==> src/rtl/stream_mux_pkg.sv <==
// Shared types and constants for the N-channel stream multiplexer.
package stream_mux_pkg;

    typedef enum logic {
        MODE_FIXED = 1'b0,
        MODE_RR    = 1'b1
    } mux_mode_e;

    // Round-robin pointer value after reset: pointing at the last channel
    // makes channel 0 the first one searched.
    function automatic int unsigned reset_ptr(input int unsigned n);
        return n - 1;
    endfunction

endpackage

==> src/rtl/rr_arbiter.sv <==
// Rotate-priority round-robin arbiter with its own pointer register.
// The pointer moves to the granted channel only when 'advance' is high.
module rr_arbiter
    import stream_mux_pkg::*;
#(
    parameter int unsigned N    = 4,
    parameter int unsigned SELW = $clog2(N)
) (
    input  logic            clk,
    input  logic            rst,
    input  logic [N-1:0]    req,
    input  logic            advance,
    output logic [N-1:0]    grant_oh,
    output logic [SELW-1:0] grant_idx,
    output logic            grant_vld
);

    logic [SELW-1:0] r_ptr;

    // First requesting channel searching ptr+1, ptr+2, ... with wrap-around.
    always_comb begin
        int unsigned v_idx;
        grant_oh  = '0;
        grant_idx = '0;
        grant_vld = 1'b0;
        v_idx     = 0;
        for (int unsigned off = 1; off <= N; off++) begin
            v_idx = int'(r_ptr) + off;
            if (v_idx >= N) begin
                v_idx = v_idx - N;
            end
            if (!grant_vld && req[SELW'(v_idx)]) begin
                grant_vld              = 1'b1;
                grant_idx              = SELW'(v_idx);
                grant_oh[SELW'(v_idx)] = 1'b1;
            end
        end
    end

    // Pointer register: restarts at the last channel, follows actual transfers.
    always_ff @(posedge clk) begin
        if (rst) begin
            r_ptr <= SELW'(reset_ptr(N));
        end else if (advance && grant_vld) begin
            r_ptr <= grant_idx;
        end
    end

endmodule

==> src/rtl/stream_mux_rr.sv <==
// N-channel valid/ready stream multiplexer with fixed or round-robin
// selection and a single-entry registered output stage.
module stream_mux_rr
    import stream_mux_pkg::*;
#(
    parameter int unsigned WIDTH = 4,
    parameter int unsigned N     = 4,
    parameter int unsigned SELW  = $clog2(N)
) (
    input  logic               clk,
    input  logic               rst,
    input  mux_mode_e          mode,
    input  logic [SELW-1:0]    sel,
    input  logic [N*WIDTH-1:0] in_data,
    input  logic [N-1:0]       in_valid,
    output logic [N-1:0]       in_ready,
    output logic [WIDTH-1:0]   out_data,
    output logic [SELW-1:0]    out_chan,
    output logic               out_valid,
    input  logic               out_ready
);

    logic [WIDTH-1:0] r_out_data;
    logic [SELW-1:0]  r_out_chan;
    logic             r_out_valid;

    logic             w_load_en;
    logic [N-1:0]     w_grant_oh;
    logic [SELW-1:0]  w_grant_idx;
    logic             w_grant_vld;
    logic             w_advance;
    logic [N-1:0]     w_ready;
    logic             w_xfer;
    logic [SELW-1:0]  w_xfer_idx;
    logic [WIDTH-1:0] w_xfer_data;

    assign w_load_en = !r_out_valid || out_ready;

    // The arbiter always sees the requests; its pointer only moves on an
    // RR-mode transfer, so it is preserved across FIXED periods.
    assign w_advance = !rst && (mode == MODE_RR) && w_load_en;

    rr_arbiter #(
        .N    (N),
        .SELW (SELW)
    ) u_arb (
        .clk       (clk),
        .rst       (rst),
        .req       (in_valid),
        .advance   (w_advance),
        .grant_oh  (w_grant_oh),
        .grant_idx (w_grant_idx),
        .grant_vld (w_grant_vld)
    );

    // Per-channel ready from the selected mode; nothing is ready in reset.
    always_comb begin
        w_ready    = '0;
        w_xfer_idx = '0;
        if (mode == MODE_FIXED) begin
            w_xfer_idx = sel;
            if (int'(sel) < N) begin
                w_ready[sel] = w_load_en;
            end
        end else begin
            w_xfer_idx = w_grant_idx;
            w_ready    = w_grant_oh & {N{w_load_en}};
        end
        if (rst) begin
            w_ready = '0;
        end
    end

    assign in_ready = w_ready;
    assign w_xfer   = |(in_valid & w_ready);

    // Data mux over constant slices so an out-of-range sel never indexes.
    always_comb begin
        w_xfer_data = '0;
        for (int unsigned i = 0; i < N; i++) begin
            if (w_xfer_idx == SELW'(i)) begin
                w_xfer_data = in_data[i*WIDTH +: WIDTH];
            end
        end
    end

    // Output register: load on transfer, drain when consumed, hold on stall.
    always_ff @(posedge clk) begin
        if (rst) begin
            r_out_valid <= 1'b0;
            r_out_data  <= '0;
            r_out_chan  <= '0;
        end else if (w_load_en) begin
            if (w_xfer) begin
                r_out_valid <= 1'b1;
                r_out_data  <= w_xfer_data;
                r_out_chan  <= w_xfer_idx;
            end else begin
                r_out_valid <= 1'b0;
            end
        end
    end

    assign out_data  = r_out_data;
    assign out_chan  = r_out_chan;
    assign out_valid = r_out_valid;

endmodule

==> config.mk <==
export PLATFORM = sky130hd
export DESIGN_NAME = stream_mux_rr
export DESIGN_NICKNAME = d
export VERILOG_FILES = /design/src/rtl/stream_mux_pkg.sv /design/src/rtl/rr_arbiter.sv /design/src/rtl/stream_mux_rr.sv
export SDC_FILE = /design/constraint.sdc
export NUM_CORES = 1
export LEC_CHECK = 0
export CAP_MARGIN = 20
export CELL_PAD_IN_SITES_DETAIL_PLACEMENT = 1
export CELL_PAD_IN_SITES_GLOBAL_PLACEMENT = 2
export CORE_UTILIZATION = 29
export CTS_CLUSTER_DIAMETER = 40
export DETAILED_ROUTE_END_ITERATION = 12
export PLACE_DENSITY_LB_ADDON = 0.1
export SLEW_MARGIN = 25
export SYNTH_ARGS = -nofsm -noshare
export SYNTH_HDL_FRONTEND = slang
export SYNTH_SLANG_ARGS = --single-unit
==> constraint.sdc <==
create_clock -name clk -period 4.9 [get_ports clk]
set_input_delay 0.98 -clock clk [delete_from_list [all_inputs] [get_ports clk]]
set_output_delay 0.98 -clock clk [all_outputs]
set_load 0.005 [all_outputs]
Word level (Yosys, flattened, before mapping)
Index checks and enable logic that the tools add are counted.
{"block": "totals", "output_inout_bits": 11, "in_bits": 26, "latchBits": 0, "ramBits": 0, "register_bits": 9, "rom_bits": 0, "elab_cells": 97, "n_memories": 0}
{"block": "classes", "n_lt_le_gt_ge": 14, "n_eq_ne": 3, "shifts": 0, "add_sub_neg": 8, "multipliers": 0, "reduce_logical": 20, "div": 0, "n_mux": 42, "bitwise_logic": 6}
{"operator": "2-to-1 mux 4 bit", "count": 10}
{"operator": "2-to-1 mux 2 bit", "count": 9}
{"operator": "< comparator 2 x 3 -> 1 bit (second input constant)", "count": 5}
{"operator": "2-to-1 mux 1 bit", "count": 14}
{"operator": "AND 4 bit", "count": 3}
{"operator": "bitwise OR 4 bit", "count": 3}
{"operator": "logical AND 1 bit", "count": 11}
{"operator": "demux 1 bit (select 2 bit)", "count": 5}
{"operator": ">= comparator 2 x 1 -> 1 bit (second input constant)", "count": 5}
{"operator": ">= comparator 3 bit (second input constant)", "count": 3}
{"operator": "binary-select mux 1 bit (select 2 bit)", "count": 4}
{"operator": "subtractor 2 x 1 -> 2 bit (second input constant)", "count": 4}
{"operator": "adder 2 x 2 -> 3 bit (second input constant)", "count": 2}
{"operator": "logical NOT 1 bit", "count": 5}
{"operator": "adder 2 x 3 -> 4 bit (second input constant)", "count": 1}
{"operator": "== test 2 bit (second input constant)", "count": 2}
{"operator": ">= comparator 4 x 3 -> 1 bit (second input constant)", "count": 1}
{"operator": "OR reduction 4 bit", "count": 1}
{"operator": "adder 2 x 1 -> 3 bit (second input constant)", "count": 1}
{"operator": "== test 2 x 1 -> 1 bit (second input constant)", "count": 1}
{"operator": "logical NOT 2 bit", "count": 1}
{"operator": "AND reduction 2 bit", "count": 1}
{"operator": "logical OR 1 bit", "count": 1}

Longest topological paths before layout
{"block": "depth", "word_depth": 21, "ltp_mapped": 13, "ltp_nobuf": 10}

Hierarchy
From an unflattened synthesis, not the netlist that was laid out.
{"block": "hier_totals", "cells_unflattened": 126, "area_unflattened_um2": 1129.8}
{"mod": "stream_mux_rr", "cells_per_inst": 62, "n_inst": 1, "seq_area_each_um2": 140.1, "area_per_inst_um2": 593.1}
{"mod": "rr_arbiter", "cells_per_inst": 64, "n_inst": 1, "seq_area_each_um2": 40.0, "area_per_inst_um2": 536.8}

Worst setup path before layout
Ideal clock, no wire load.
{"block": "synth_timing", "kind": "flip-flop to output port", "from": "reg u_arb.r_ptr[0]", "to": "out in_ready[2]", "stages_incl_launch_ff": 12, "required_time_ns": 3.920, "arrival_ns": 2.407, "n_path_buf": 2, "path_slack_ns": 1.513, "cell_sequence": "dfxtp_1 buf_6 inv_4 ha_1 clkbuf_1 nand3b_1 a211oi_1 or2_2 a221o_2 a21o_1 a22oi_1 nor2_1"}
{"block": "synth_between", "elab_chain_len": 18, "elab_cells_between_ends": 63, "cone_classes": "add/sub: 8; order compare: 12; mux: 29; bitwise: 4; reduce/logical: 10"}
{"element": "from (decl)", "line": "rr_arbiter.sv:18", "source": "logic [SELW-1:0] r_ptr;"}
{"element": "from (signal assigned)", "line": "rr_arbiter.sv:43", "source": "r_ptr <= SELW'(reset_ptr(N));"}
{"element": "from (signal assigned)", "line": "rr_arbiter.sv:45", "source": "r_ptr <= grant_idx;"}
{"element": "parallel branches: the longest is 14 deep, another holds adder 2 x 1 -> 3 bit"}
{"element": "2-to-1 mux 4 bit (*)", "line": "rr_arbiter.sv:32", "source": "if (!grant_vld && req[SELW'(v_idx)]) begin"}
{"element": "AND 4 bit (*)", "line": "stream_mux_rr.sv:67", "source": "w_ready = w_grant_oh & {N{w_load_en}};"}
{"element": "2-to-1 mux 4 bit (*)", "line": "stream_mux_rr.sv:60", "source": "if (mode == MODE_FIXED) begin"}
{"element": "2-to-1 mux 4 bit (*)", "line": "stream_mux_rr.sv:69", "source": "if (rst) begin"}
{"element": "to (decl)", "line": "stream_mux_rr.sv:16", "source": "output logic [N-1:0] in_ready,"}
Mark *: on every way between the ends. The select of a mux whose other input is x is not followed.

Worst setup path after layout
{"block": "layout_timing", "from": "in in_valid[1]", "to": "out in_ready[2]"}
{"block": "layout_between", "elab_chain_len": 15, "elab_cells_between_ends": 27, "cone_classes": "mux: 17; bitwise: 4; reduce/logical: 6"}
{"element": "from (decl)", "line": "stream_mux_rr.sv:15", "source": "input logic [N-1:0] in_valid,"}
{"element": "binary-select mux 1 bit (select 2 bit)", "line": "rr_arbiter.sv:32"}
{"element": "2-to-1 mux 1 bit (not written as such)", "line": "rr_arbiter.sv:32"}
{"element": "2-to-1 mux 1 bit", "line": "rr_arbiter.sv:32"}
{"element": "logical NOT 1 bit", "line": "rr_arbiter.sv:32"}
{"element": "logical AND 1 bit", "line": "rr_arbiter.sv:32"}
{"element": "2-to-1 mux 1 bit", "line": "rr_arbiter.sv:32"}
{"element": "logical NOT 1 bit", "line": "rr_arbiter.sv:32"}
{"element": "logical AND 1 bit", "line": "rr_arbiter.sv:32"}
{"element": "2-to-1 mux 1 bit", "line": "rr_arbiter.sv:32"}
{"element": "logical NOT 1 bit", "line": "rr_arbiter.sv:32"}
{"element": "logical AND 1 bit", "line": "rr_arbiter.sv:32"}
{"element": "2-to-1 mux 4 bit (*)", "line": "rr_arbiter.sv:32"}
{"element": "AND 4 bit (*)", "line": "stream_mux_rr.sv:67"}
{"element": "2-to-1 mux 4 bit (*)", "line": "stream_mux_rr.sv:60"}
{"element": "2-to-1 mux 4 bit (*)", "line": "stream_mux_rr.sv:69"}
Every way passes the cells marked *; elsewhere a longest branch is shown, timed or not. The select of a mux whose other input is x is not followed.

==> results <==
[final timing paths]
path,to,slack [ps],cells after the start
worst max-delay path,in_ready[2],240,9
worst min register to register,out_data[3],500,2
worst max register to register,out_data[0],1990,10
worst min-delay path,out_data[3],500,2
[final cells by class]
| cell class | instances | area, µm² |
|---|---|---|
| clock inverters | 1 | 5.00 |
| well taps | 50 | 62.6 |
| fillers | 508 | 2400 |
| inverters | 6 | 25.0 |
| clock buffers | 3 | 41.3 |
| repair buffers | 41 | 398 |
| multi-input cells | 133 | 998 |
| flip-flops and latches | 9 | 180 |
[cells by family (layout without fill, tap and decap cells)]
group                    count (synthesis)  after routing  share of synthesized area (%)
AND/OR/NAND/NOR                         62             62                           24.1
AO/OA/AOI/OAI                           39             39                           24.4
multiplexers                            24             24                           20.9
buffers and inverters                   16             51                           8.76
flip-flops                               9              9                           14.0
adder cells (fa/ha/maj)                  8              8                           7.78
[state kept, by name, indices dropped and copies added, names as in the netlist]
| register | cells |
|---|---|
| out_chan | 2 |
| out_data | 4 |
| out_valid | 1 |
| u_arb.r_ptr | 2 |
[metal layers]
metal  vias up  routed length, µm  global-route usage [%]
met5         -                  0                       0
met2        27               1840                    30.9
met3         0                129                    2.96
met4         0                  0                    1.56
li1        648                  -                       -
met1       613               1890                    24.4
[stage by stage]
step | setup slack (ps) | hold slack [ps] | util (%) | instance area, µm²
global placement | 328 | 476 | 40.4 | 1660
floorplan | 1510 | 485 | - | 1290
detailed placement | 229 | 490 | 40.4 | 1660
global route | 96.9 | 553 | 41.6 | 1710
finish | 245 | 497 | 41.6 | 1710
CTS | 236 | 504 | 41.6 | 1710
[cell usage after synthesis (all sizes together)]
cell,instances,area share [%]
nor2,22,6.4
o22ai,2,0.97
ha,8,7.8
a21bo,1,0.78
a211oi,3,1.8
a221oi,2,1.4
and3,1,0.49
a41oi,1,1.3
a32o,1,0.78
or3b,2,1.4
and3b,1,0.78
o21ai,8,3.4
a2bb2oi,1,0.68
o31ai,1,0.58
nand3b,2,1.2
o211a,1,0.78
o21a,1,0.58
mux2,3,2.6
nor3b,2,1.2
nor3,1,0.39
or2b,1,0.58
inv,6,1.9
nand2,16,4.7
nand3,2,0.78
and2,1,0.58
a22oi,3,2.8
dfxtp,9,14
a221o,2,1.7
nor2b,4,1.9
a31oi,3,1.5
buf,6,4.1
or2,4,1.9
o31a,2,1.4
mux4,2,3.5
a21o,1,0.58
o211ai,1,1.7
clkbuf,4,2.7
mux2i,19,15
nor4b,2,1.4
nand2b,1,0.49
a21oi,5,1.9
[report_power, final]
group / switching (mW) / internal, mW / total (mW)
sequential: 0.00674 / 0.0859 / 0.0927
combinational: 0.155 / 0.144 / 0.299
clock: 0.0315 / 0.0556 / 0.0871
total: 0.194 / 0.285 / 0.479
[worst reg2reg max path, delay by kind of cell, from the launching register on]
family                     cells  cell delay, ps
AOI/OAI and AO/OA              4             950
and+or+nand+nor                3             660
adders and majority gates      1             470
DFF                            1             320
muxes                          1             240
buffers and inverters          1             130
==> run metrics <==
run status=completed; part of the Yosys area used for sequential elements=14.0%; GRT Overall Usage=18.1%; Synth Instances=158; reg-to-reg startpoint=u_arb.r_ptr[1]; # rows=23; I/O pin cnt=37; Lkg Pwr=0.706 nW; Avg Cell Area, Syn=8.14 µm²; post-CTS setup buffer count=0; min-delay worst type=flip-flop to flip-flop; most common cell after layout, fill and taps aside=clkdlybuf4s50_1; number of setup violations in the final report=0; clk slew on worst S/H paths=50 ps; remaining antenna violation count after routing=0; Root Driver=clkbuf_8; CP Max Fanout=16; Yosys reg bits=9; Worst-Margin Slew=519 ps; DR vias/cell=5.30; vias in the first global route=1276; Port-buffer cells=36; most used cell, CP=clkdlybuf4s50_1; Tmin final=4660 ps; initial antenna violation count=0; Rel. slew slack=65.3%; Critical Path, Cell by Cell=clkdlybuf4s50_1 -> mux2_1 -> a211oi_1 -> or2_2 -> a221o_2 -> a21o_1 -> a22oi_1 -> nor2_1 -> clkdlybuf4s50_1; CP startpoint=in_valid[1]; part of the cycle the worst path needs=95.0%; Starting Density=31.3%; antenna cell count=0; DR WL/cell=15.9 µm; largest net degree at the start of global routing=18; RSZ-0062 raised after global routing=false; CP endpoint kind=output pin; maximum vdd ir drop=0.000150 V; CTS tree=built; final hold violation count=0; CTS hold repair buffers=0; dpl hpwl=3020 µm; CTS sink count=9; chip width=68.6 µm; syn_nets=192; total gr overflow=0; Req. time, crit path=3920 ps; RePlAce Congestion=0.809; Synth cell types=50; Max stage delay on crit path=800 ps; fin cells=243; Max-cap violations=0; synthesized area=0.00129 mm²; worst path arrival time=3680 ps; crit start category=input port; final setup TNS=0 ps; core area=0.00412 mm²; post-CTS sizing=0; first-pass GRT wire length=6330 µm; P&R area growth vs syn=33.0%; Die Area=0.00471 mm²; Layout Nets=228; initial drt markers=45; DR pass1 iterations=4; synth warn=0; CTS max path bufs=2; commonest non-fill, non-tap cells in the layout=clkdlybuf4s50_1, nor2_1, mux2i_1; hold_sp=out_data[3]; Max Fclk=215 MHz; H-tree lvl count=1; Worst-Skew Late Latency=230 ps; Top Family by Delay on Critical Path=buffers and inverters; drt total wl=3860 µm; Slew Viols, Final=0; die height=68.6 µm; total power=479 µW; total number of vias=1288; Num CTS Buffers=3; placed instance count=239; # DRC=0; share of cells above drive strength 1=13.0%; slowest cell on the critical path=clkdlybuf4s50_1; Worst Skew=3.14 ps; crit path buf inv count=2; Pwr Density=280 mW/mm²; critical path type=input port to output pin
No activity file was read; power rests on OpenSTA's default activity.
